<file path="config.mk">
export PLATFORM = sky130hd
export DESIGN_NAME = mem_access
export DESIGN_NICKNAME = d
export VERILOG_FILES = /design/src/rtl/mem_access.sv
export SDC_FILE = /design/constraint.sdc
export NUM_CORES = 1
export LEC_CHECK = 0
export BUFFER_PORTS_ARGS = -buffer_cell sky130_fd_sc_hd__buf_2
export CORE_ASPECT_RATIO = 1.2
export CORE_MARGIN = 5
export CORE_UTILIZATION = 35
export CTS_BUF_LIST = sky130_fd_sc_hd__clkbuf_4 sky130_fd_sc_hd__clkbuf_8 sky130_fd_sc_hd__clkbuf_16
export CTS_CLUSTER_SIZE = 28
export DETAILED_ROUTE_END_ITERATION = 8
export SYNTH_ARGS = -nofsm -noshare
export SYNTH_HDL_FRONTEND = slang
export SYNTH_SLANG_ARGS = --single-unit
</file>
<file path="constraint.sdc">
create_clock -name clk -period 5.4 [get_ports clk]
set_input_delay 0.27 -clock clk [delete_from_list [all_inputs] [get_ports clk]]
set_output_delay 0.27 -clock clk [all_outputs]
set_load 0.005 [all_outputs]
</file>
<file path="src/rtl/mem_access.sv">
// rtl/mem_access.sv - memory-access pipeline stage: loads/stores over req/gnt/rvalid, single write-back record
module mem_access #(
  parameter int unsigned TIMEOUT_CYCLES = 255
) (
  input  logic        clk,
  input  logic        rst_n,
  input  logic        valid_in,
  output logic        ready_out,
  input  logic        is_load,
  input  logic        is_store,
  input  logic [1:0]  mem_size,
  input  logic        load_unsigned,
  input  logic [31:0] alu_result,
  input  logic [31:0] store_data,
  input  logic [4:0]  rd,
  input  logic        reg_we_in,
  output logic        dmem_req,
  output logic        dmem_we,
  output logic [31:0] dmem_addr,
  output logic [3:0]  dmem_wstrb,
  output logic [31:0] dmem_wdata,
  input  logic        dmem_gnt,
  input  logic        dmem_rvalid,
  input  logic [31:0] dmem_rdata,
  output logic        wb_valid,
  output logic        wb_we,
  output logic [4:0]  wb_rd,
  output logic [31:0] wb_data,
  output logic        misalign,
  output logic        bus_err
);

  typedef enum logic [1:0] {
    S_IDLE = 2'd0,
    S_REQ  = 2'd1,
    S_RESP = 2'd2
  } state_t;

  localparam logic [7:0] TMO_LAST = 8'(TIMEOUT_CYCLES - 1);

  state_t      state_q, state_d;
  logic [7:0]  cnt_q, cnt_d;

  // Fields of the accepted instruction kept for the response phase
  logic        op_load_q, op_load_d;
  logic        unsigned_q, unsigned_d;
  logic [1:0]  size_q, size_d;
  logic [1:0]  addr_lo_q, addr_lo_d;
  logic [4:0]  rd_q, rd_d;
  logic        reg_we_q, reg_we_d;

  logic        dmem_req_q, dmem_req_d;
  logic        dmem_we_q, dmem_we_d;
  logic [31:0] dmem_addr_q, dmem_addr_d;
  logic [3:0]  dmem_wstrb_q, dmem_wstrb_d;
  logic [31:0] dmem_wdata_q, dmem_wdata_d;
  logic        wb_valid_q, wb_valid_d;
  logic        wb_we_q, wb_we_d;
  logic [4:0]  wb_rd_q, wb_rd_d;
  logic [31:0] wb_data_q, wb_data_d;
  logic        misalign_q, misalign_d;
  logic        bus_err_q, bus_err_d;

  logic        accept;
  logic        is_mem;
  logic        bad_access;
  logic [3:0]  st_strb;
  logic [31:0] st_data;
  logic [31:0] rshift;
  logic [31:0] load_ext;

  assign ready_out = (state_q == S_IDLE);
  assign accept    = valid_in && ready_out;
  assign is_mem    = is_load || is_store;

  always_comb begin
    bad_access = 1'b0;
    st_strb    = 4'b0000;
    st_data    = store_data;
    case (mem_size)
      2'b00: begin
        st_strb = 4'b0001 << alu_result[1:0];
        st_data = {4{store_data[7:0]}};
      end
      2'b01: begin
        bad_access = alu_result[0];
        st_strb    = alu_result[1] ? 4'b1100 : 4'b0011;
        st_data    = {2{store_data[15:0]}};
      end
      2'b10: begin
        bad_access = (alu_result[1:0] != 2'b00);
        st_strb    = 4'b1111;
      end
      default: bad_access = 1'b1;
    endcase
  end

  // Aligned halfwords sit at lane 0 or 2, so one shift covers byte and halfword selection
  assign rshift = dmem_rdata >> {addr_lo_q, 3'b000};

  always_comb begin
    case (size_q)
      2'b00:   load_ext = unsigned_q ? {24'b0, rshift[7:0]}  : {{24{rshift[7]}}, rshift[7:0]};
      2'b01:   load_ext = unsigned_q ? {16'b0, rshift[15:0]} : {{16{rshift[15]}}, rshift[15:0]};
      default: load_ext = dmem_rdata;
    endcase
  end

  always_comb begin
    state_d      = state_q;
    cnt_d        = cnt_q;
    op_load_d    = op_load_q;
    unsigned_d   = unsigned_q;
    size_d       = size_q;
    addr_lo_d    = addr_lo_q;
    rd_d         = rd_q;
    reg_we_d     = reg_we_q;
    dmem_req_d   = dmem_req_q;
    dmem_we_d    = dmem_we_q;
    dmem_addr_d  = dmem_addr_q;
    dmem_wstrb_d = dmem_wstrb_q;
    dmem_wdata_d = dmem_wdata_q;
    wb_valid_d   = 1'b0;
    wb_we_d      = wb_we_q;
    wb_rd_d      = wb_rd_q;
    wb_data_d    = wb_data_q;
    misalign_d   = 1'b0;
    bus_err_d    = 1'b0;

    case (state_q)
      S_IDLE: begin
        if (accept) begin
          op_load_d  = is_load;
          unsigned_d = load_unsigned;
          size_d     = mem_size;
          addr_lo_d  = alu_result[1:0];
          rd_d       = rd;
          reg_we_d   = reg_we_in;
          if (!is_mem) begin
            wb_valid_d = 1'b1;
            wb_we_d    = reg_we_in;
            wb_rd_d    = rd;
            wb_data_d  = alu_result;
          end else if (bad_access) begin
            misalign_d = 1'b1;
            wb_valid_d = 1'b1;
            wb_we_d    = 1'b0;
            wb_rd_d    = rd;
          end else begin
            state_d      = S_REQ;
            dmem_req_d   = 1'b1;
            dmem_we_d    = !is_load;
            dmem_addr_d  = {alu_result[31:2], 2'b00};
            dmem_wstrb_d = is_load ? 4'b0000 : st_strb;
            dmem_wdata_d = st_data;
          end
        end
      end
      S_REQ: begin
        if (dmem_gnt) begin
          dmem_req_d   = 1'b0;
          dmem_we_d    = 1'b0;
          dmem_wstrb_d = 4'b0000;
          if (op_load_q) begin
            state_d = S_RESP;
            cnt_d   = 8'd0;
          end else begin
            state_d    = S_IDLE;
            wb_valid_d = 1'b1;
            wb_we_d    = 1'b0;
            wb_rd_d    = rd_q;
          end
        end
      end
      S_RESP: begin
        if (dmem_rvalid) begin
          state_d    = S_IDLE;
          wb_valid_d = 1'b1;
          wb_we_d    = reg_we_q;
          wb_rd_d    = rd_q;
          wb_data_d  = load_ext;
        end else if (cnt_q == TMO_LAST) begin
          state_d    = S_IDLE;
          bus_err_d  = 1'b1;
          wb_valid_d = 1'b1;
          wb_we_d    = 1'b0;
          wb_rd_d    = rd_q;
        end else begin
          cnt_d = cnt_q + 8'd1;
        end
      end
      default: state_d = S_IDLE;
    endcase
  end

  always_ff @(posedge clk) begin
    if (!rst_n) begin
      state_q      <= S_IDLE;
      cnt_q        <= 8'd0;
      op_load_q    <= 1'b0;
      unsigned_q   <= 1'b0;
      size_q       <= 2'b00;
      addr_lo_q    <= 2'b00;
      rd_q         <= 5'd0;
      reg_we_q     <= 1'b0;
      dmem_req_q   <= 1'b0;
      dmem_we_q    <= 1'b0;
      dmem_addr_q  <= 32'd0;
      dmem_wstrb_q <= 4'b0000;
      dmem_wdata_q <= 32'd0;
      wb_valid_q   <= 1'b0;
      wb_we_q      <= 1'b0;
      wb_rd_q      <= 5'd0;
      wb_data_q    <= 32'd0;
      misalign_q   <= 1'b0;
      bus_err_q    <= 1'b0;
    end else begin
      state_q      <= state_d;
      cnt_q        <= cnt_d;
      op_load_q    <= op_load_d;
      unsigned_q   <= unsigned_d;
      size_q       <= size_d;
      addr_lo_q    <= addr_lo_d;
      rd_q         <= rd_d;
      reg_we_q     <= reg_we_d;
      dmem_req_q   <= dmem_req_d;
      dmem_we_q    <= dmem_we_d;
      dmem_addr_q  <= dmem_addr_d;
      dmem_wstrb_q <= dmem_wstrb_d;
      dmem_wdata_q <= dmem_wdata_d;
      wb_valid_q   <= wb_valid_d;
      wb_we_q      <= wb_we_d;
      wb_rd_q      <= wb_rd_d;
      wb_data_q    <= wb_data_d;
      misalign_q   <= misalign_d;
      bus_err_q    <= bus_err_d;
    end
  end

  assign dmem_req   = dmem_req_q;
  assign dmem_we    = dmem_we_q;
  assign dmem_addr  = dmem_addr_q;
  assign dmem_wstrb = dmem_wstrb_q;
  assign dmem_wdata = dmem_wdata_q;
  assign wb_valid   = wb_valid_q;
  assign wb_we      = wb_we_q;
  assign wb_rd      = wb_rd_q;
  assign wb_data    = wb_data_q;
  assign misalign   = misalign_q;
  assign bus_err    = bus_err_q;

endmodule

</file>
==> parameters.txt <==
Parameter                              Value

Outcome
  Result of the run ... completed

Min path
  Hold EP ... dmem_addr[19]
  Instance count along the most critical hold path ... 3
  Type of the most critical hold path ... in2reg
  Min-delay src ... alu_result[19]

Job
  Number of max-cap violations ... 0

Floorplanning
  Die Area ... 20800 sq um
  Vertical die dimension ... 157 um
  Starting Density ... 35.7%
  Core Area ... 17600 sq um
  Number of standard-cell rows in the floorplan ... 53
  Ports placed on the boundary ... 224
  Die extent in x ... 132 um

Worst setup path
  Reg-to-Reg Start ... state_q[0]
  Slowest cell on the critical path ... sky130_fd_sc_hd__a21oi_1
  Reg-to-reg setup timing slack ... roughly 2.4 ns
  Kind of start point of the critical path ... register
  Path type of the worst setup path ... reg2reg
  Endpoint of the worst-slack reg-to-reg timing path ... cnt_q[6]
  Data arrival time at the worst-slack endpoint ... 3.34 ns
  First element of the critical path ... state_q[0]
  Ordered cell list for the critical path ... inv_1 -> ha_2 -> clkinv_1 -> a21oi_1 -> nand2b_1 -> mux2i_1
  Maximum single-stage delay on the critical path ... ~0.97 ns
  Family of cells with the greatest summed delay on the critical path ... compound AO/OA/AOI/OAI gates
  Maximum fanout along the worst path ... 47
  R2R cell count ... 6
  Required time of the critical path ... 5.74 ns
  Crit path buffers/inverters ... 2
  Endpoint type of the worst setup path ... register

Synthesis
  Mapped Area ... 6300 sq um
  Mean instance size in the synthesized netlist ... 7.98 sq um
  Dominant cell type by area after synthesis ... sky130_fd_sc_hd__dfxtp_1
  Most instantiated flip-flop cell in the synthesis netlist ... sky130_fd_sc_hd__dfxtp_1
  Fraction of post-synthesis cell area in the top cell type by area ... 41.7%
  Number of warnings issued by yosys ... 0
  Number of flops mapped to enable cells by yosys ... 0
  Post-Syn Instances ... 789
  Async set-or-reset flop fraction in the synthesized netlist ... 0%
  Share of the yosys chip area belonging to registers ... 41.7%
  Number of distinct library cells after synthesis ... 53
  Most area-consuming cells after synthesis ... sky130_fd_sc_hd__dfxtp_1 42%, sky130_fd_sc_hd__nand2_1 12%, sky130_fd_sc_hd__a21oi_1 6.8%, sky130_fd_sc_hd__mux2i_1 6.4%, sky130_fd_sc_hd__o21ai_0 3.5%
  Register bit count reported by yosys ... 131

Finish
  Sequential Area ... 2620 sq um
  Layout filler cell count ... 1841
  Post-route standard cell area excluding fillers ... 8100 sq um
  Layout Cells excl Fill ... around 1200
  Final standard cell utilization of the core ... 45.9%
  Proportion of layout cells with a drive suffix above 1 ... 27.8%
  Layout overhead on the synthesized area ... 28.6%
  Combined area of the multi-input logic cells ... 3390 sq um
  Number of nets in the finished design ... 1086

GRT
  Overflow left after global routing ... 0
  First-pass GRT wire length ... 33.8 mm
  Maximum number of pins on one net before global-route repair ... 101
  Number of antenna violations at the first check in global routing ... 3
  Number of global-route vias before repair ... 6278
  Global-route usage over all layers ... between 20% and 30%

STA
  Max_slew headroom ... 25.0%
  Fraction of the cycle the final worst path needs ... 55.5%
  Number of max-slew violations in the final report ... 0
  Transition time at the pin with the least slew margin ... 1.13 ns
  Unrepaired setup endpoints after global routing ... false
  Final count of hold timing violations ... 0
  Fmax achieved ... 334 MHz
  Number of failing setup endpoints in the final timing report ... 0
  Clk_skew ... ~0.011 ns
  Tmin final ... about 3.0 ns
  Setup total negative slack ... 0 ns

Pwr
  Largest voltage drop on the vdd net ... 172 uV
  Cell area power density ... around 330 nW/um^2
  Static leakage ... 3.50 nW
  Total power after layout ... 2.63 mW

Routing
  Number of search-and-repair iterations in the first detailed-routing pass ... 4
  Vias after detailed routing ... 6424
  Wirelength, routed ... 21.5 mm
  DR WL/cell ... 17.9 um
  Drt drc ... 0
  Detail Route Antenna Nets ... 0
  Vias per Instance ... around 5.3
  Iteration-0 DRC Markers ... 300

Placement
  DP Area ... 7460 sq um
  Final weighted congestion in routability-driven placement ... 0.855
  Inst Count DP ... 1169
  Detail Placement HPWL ... 15.6 mm
  Count of input and output buffers ... 221

Clocking
  Clock H-tree levels ... 4
  Hold buffers post-CTS ... 0
  Cell chosen for the clock root ... sky130_fd_sc_hd__clkbuf_16
  TritonCTS clock tree ... done
  Clock transition at the register clock pins on the worst setup and hold paths after CTS ... approximately 0.060 ns
  CTS Buffer Depth ... 2
  CTS buffer count ... 17
  Count of cells resized by post-cts repair ... 0
  Worst-skew pair later-pin latency ... between 0.4 and 0.5 ns
  Post-CTS Repair Setup Buffers ... 0
  Total clock sinks ... 131
## metal layers
metal / global-route usage, % / vias to the layer above / share of wire (%)
li1: - / 3149 / -
met1: 24.2 / 3019 / 41
met2: 34.4 / 210 / 49
met3: 6.59 / 40 / 7.0
met4: 7.43 / 6 / 2.6
met5: 0 / - / 0.12
## power breakdown
part	switching [mW]	total [mW]	internal [mW]
logic	0.207	0.350	0.144
clock network	0.463	1.24	0.772
registers	0.0309	1.05	1.02
## worst max path at each step
stage,end,depth (start not counted)
global placement,cnt_q[0],6
finish,cnt_q[6],6
global route,cnt_q[2],6
floorplan,wb_data[28],8
CTS,cnt_q[6],6
detailed placement,cnt_q[6],6
## area by class of cell
type / count / area share, %
antenna: 1 / 0.0309
clock buffer: 20 / 5.77
clock inverter: 12 / 2.06
inverter: 8 / 0.386
multi-input combinational: 584 / 41.8
sequential: 131 / 32.4
tap: 220 / 3.40
timing repair buffer: 226 / 14.1
## tightest hold or removal path, delay by kind of cell
family / cells / cell delay [ns]
buf+inv: 1 / 0.10
simple gates: 1 / 0.05
compound gates: 1 / 0.05
## kinds of logic after synthesis
kind of cell | after synthesis | synth area share [%]
other | 1 | 0.0596
AND/OR/NAND/NOR | 289 | 19.6
buffers and inverters | 75 | 4.85
multiplexers | 46 | 7.61
adder cells (fa/ha/maj) | 6 | 1.19
AO/OA/AOI/OAI | 241 | 25.0
flip-flops | 131 | 41.7
## metrics by stage
step                      worst slack (ns)  hold slack (ns)
after global placement                2.51            0.439
after CTS                             2.39           0.0799
after floorplan                       3.37            0.406
final                                 2.40           0.0922
after detailed placement              2.42            0.443
after global routing                  2.00           0.0961
## Yosys cell counts (all sizes together) (2+ instances only)
| master | instances |
|---|---|
| a211o | 2 |
| a211oi | 15 |
| a21o | 14 |
| a21oi | 86 |
| a221oi | 24 |
| a22o | 7 |
| a2bb2oi | 8 |
| a311oi | 8 |
| and4 | 3 |
| buf | 14 |
| clkbuf | 53 |
| dfxtp | 131 |
| ha | 6 |
| inv | 7 |
| mux2 | 5 |
| mux2i | 40 |
| nand2 | 193 |
| nand2b | 19 |
| nand3 | 17 |
| nand4 | 2 |
| nor2 | 34 |
| nor2b | 8 |
| nor3 | 3 |
| o2111ai | 3 |
| o211ai | 4 |
| o21a | 2 |
| o21ai | 45 |
| o221ai | 7 |
| o31ai | 9 |
| or3 | 2 |
## flip-flops by register name, summed over array words and instances (netlist names), 2 cells and up
register,flops
dmem_wstrb,4
wb_data,32
wb_rd,5
state_q,2
rd_q,5
size_q,2
addr_lo_q,2
dmem_wdata,32
dmem_addr,30
cnt_q,8
## placed cells by master (no fill, tap or decap), types with 4 or more instances in the layout
cell                        Yosys  routed
sky130_fd_sc_hd__a221oi_1      24      24
sky130_fd_sc_hd__mux2i_1       40      40
sky130_fd_sc_hd__nor2_1        34      34
sky130_fd_sc_hd__a2bb2oi_1      8       8
sky130_fd_sc_hd__clkbuf_16      0      17
sky130_fd_sc_hd__inv_1          7       6
sky130_fd_sc_hd__ha_1           6       5
sky130_fd_sc_hd__a22o_1         7       7
sky130_fd_sc_hd__o21ai_0       44      44
sky130_fd_sc_hd__nand2b_1      19      19
sky130_fd_sc_hd__dfxtp_1      131     131
sky130_fd_sc_hd__nor2b_1        8       8
sky130_fd_sc_hd__a21o_1        14      14
sky130_fd_sc_hd__o221ai_1       7       7
sky130_fd_sc_hd__o211ai_1       4       4
sky130_fd_sc_hd__nand3_1       17      17
sky130_fd_sc_hd__buf_4          4       5
sky130_fd_sc_hd__a21oi_1       86      86
sky130_fd_sc_hd__a211oi_1      14      14
sky130_fd_sc_hd__mux2_2         5       5
sky130_fd_sc_hd__buf_2          6     221
sky130_fd_sc_hd__nand2_1      193     193
sky130_fd_sc_hd__o31ai_1        9       9
sky130_fd_sc_hd__a311oi_1       8       8
sky130_fd_sc_hd__inv_6          0       5
Note: power is estimated with default switching activity, not from simulation.
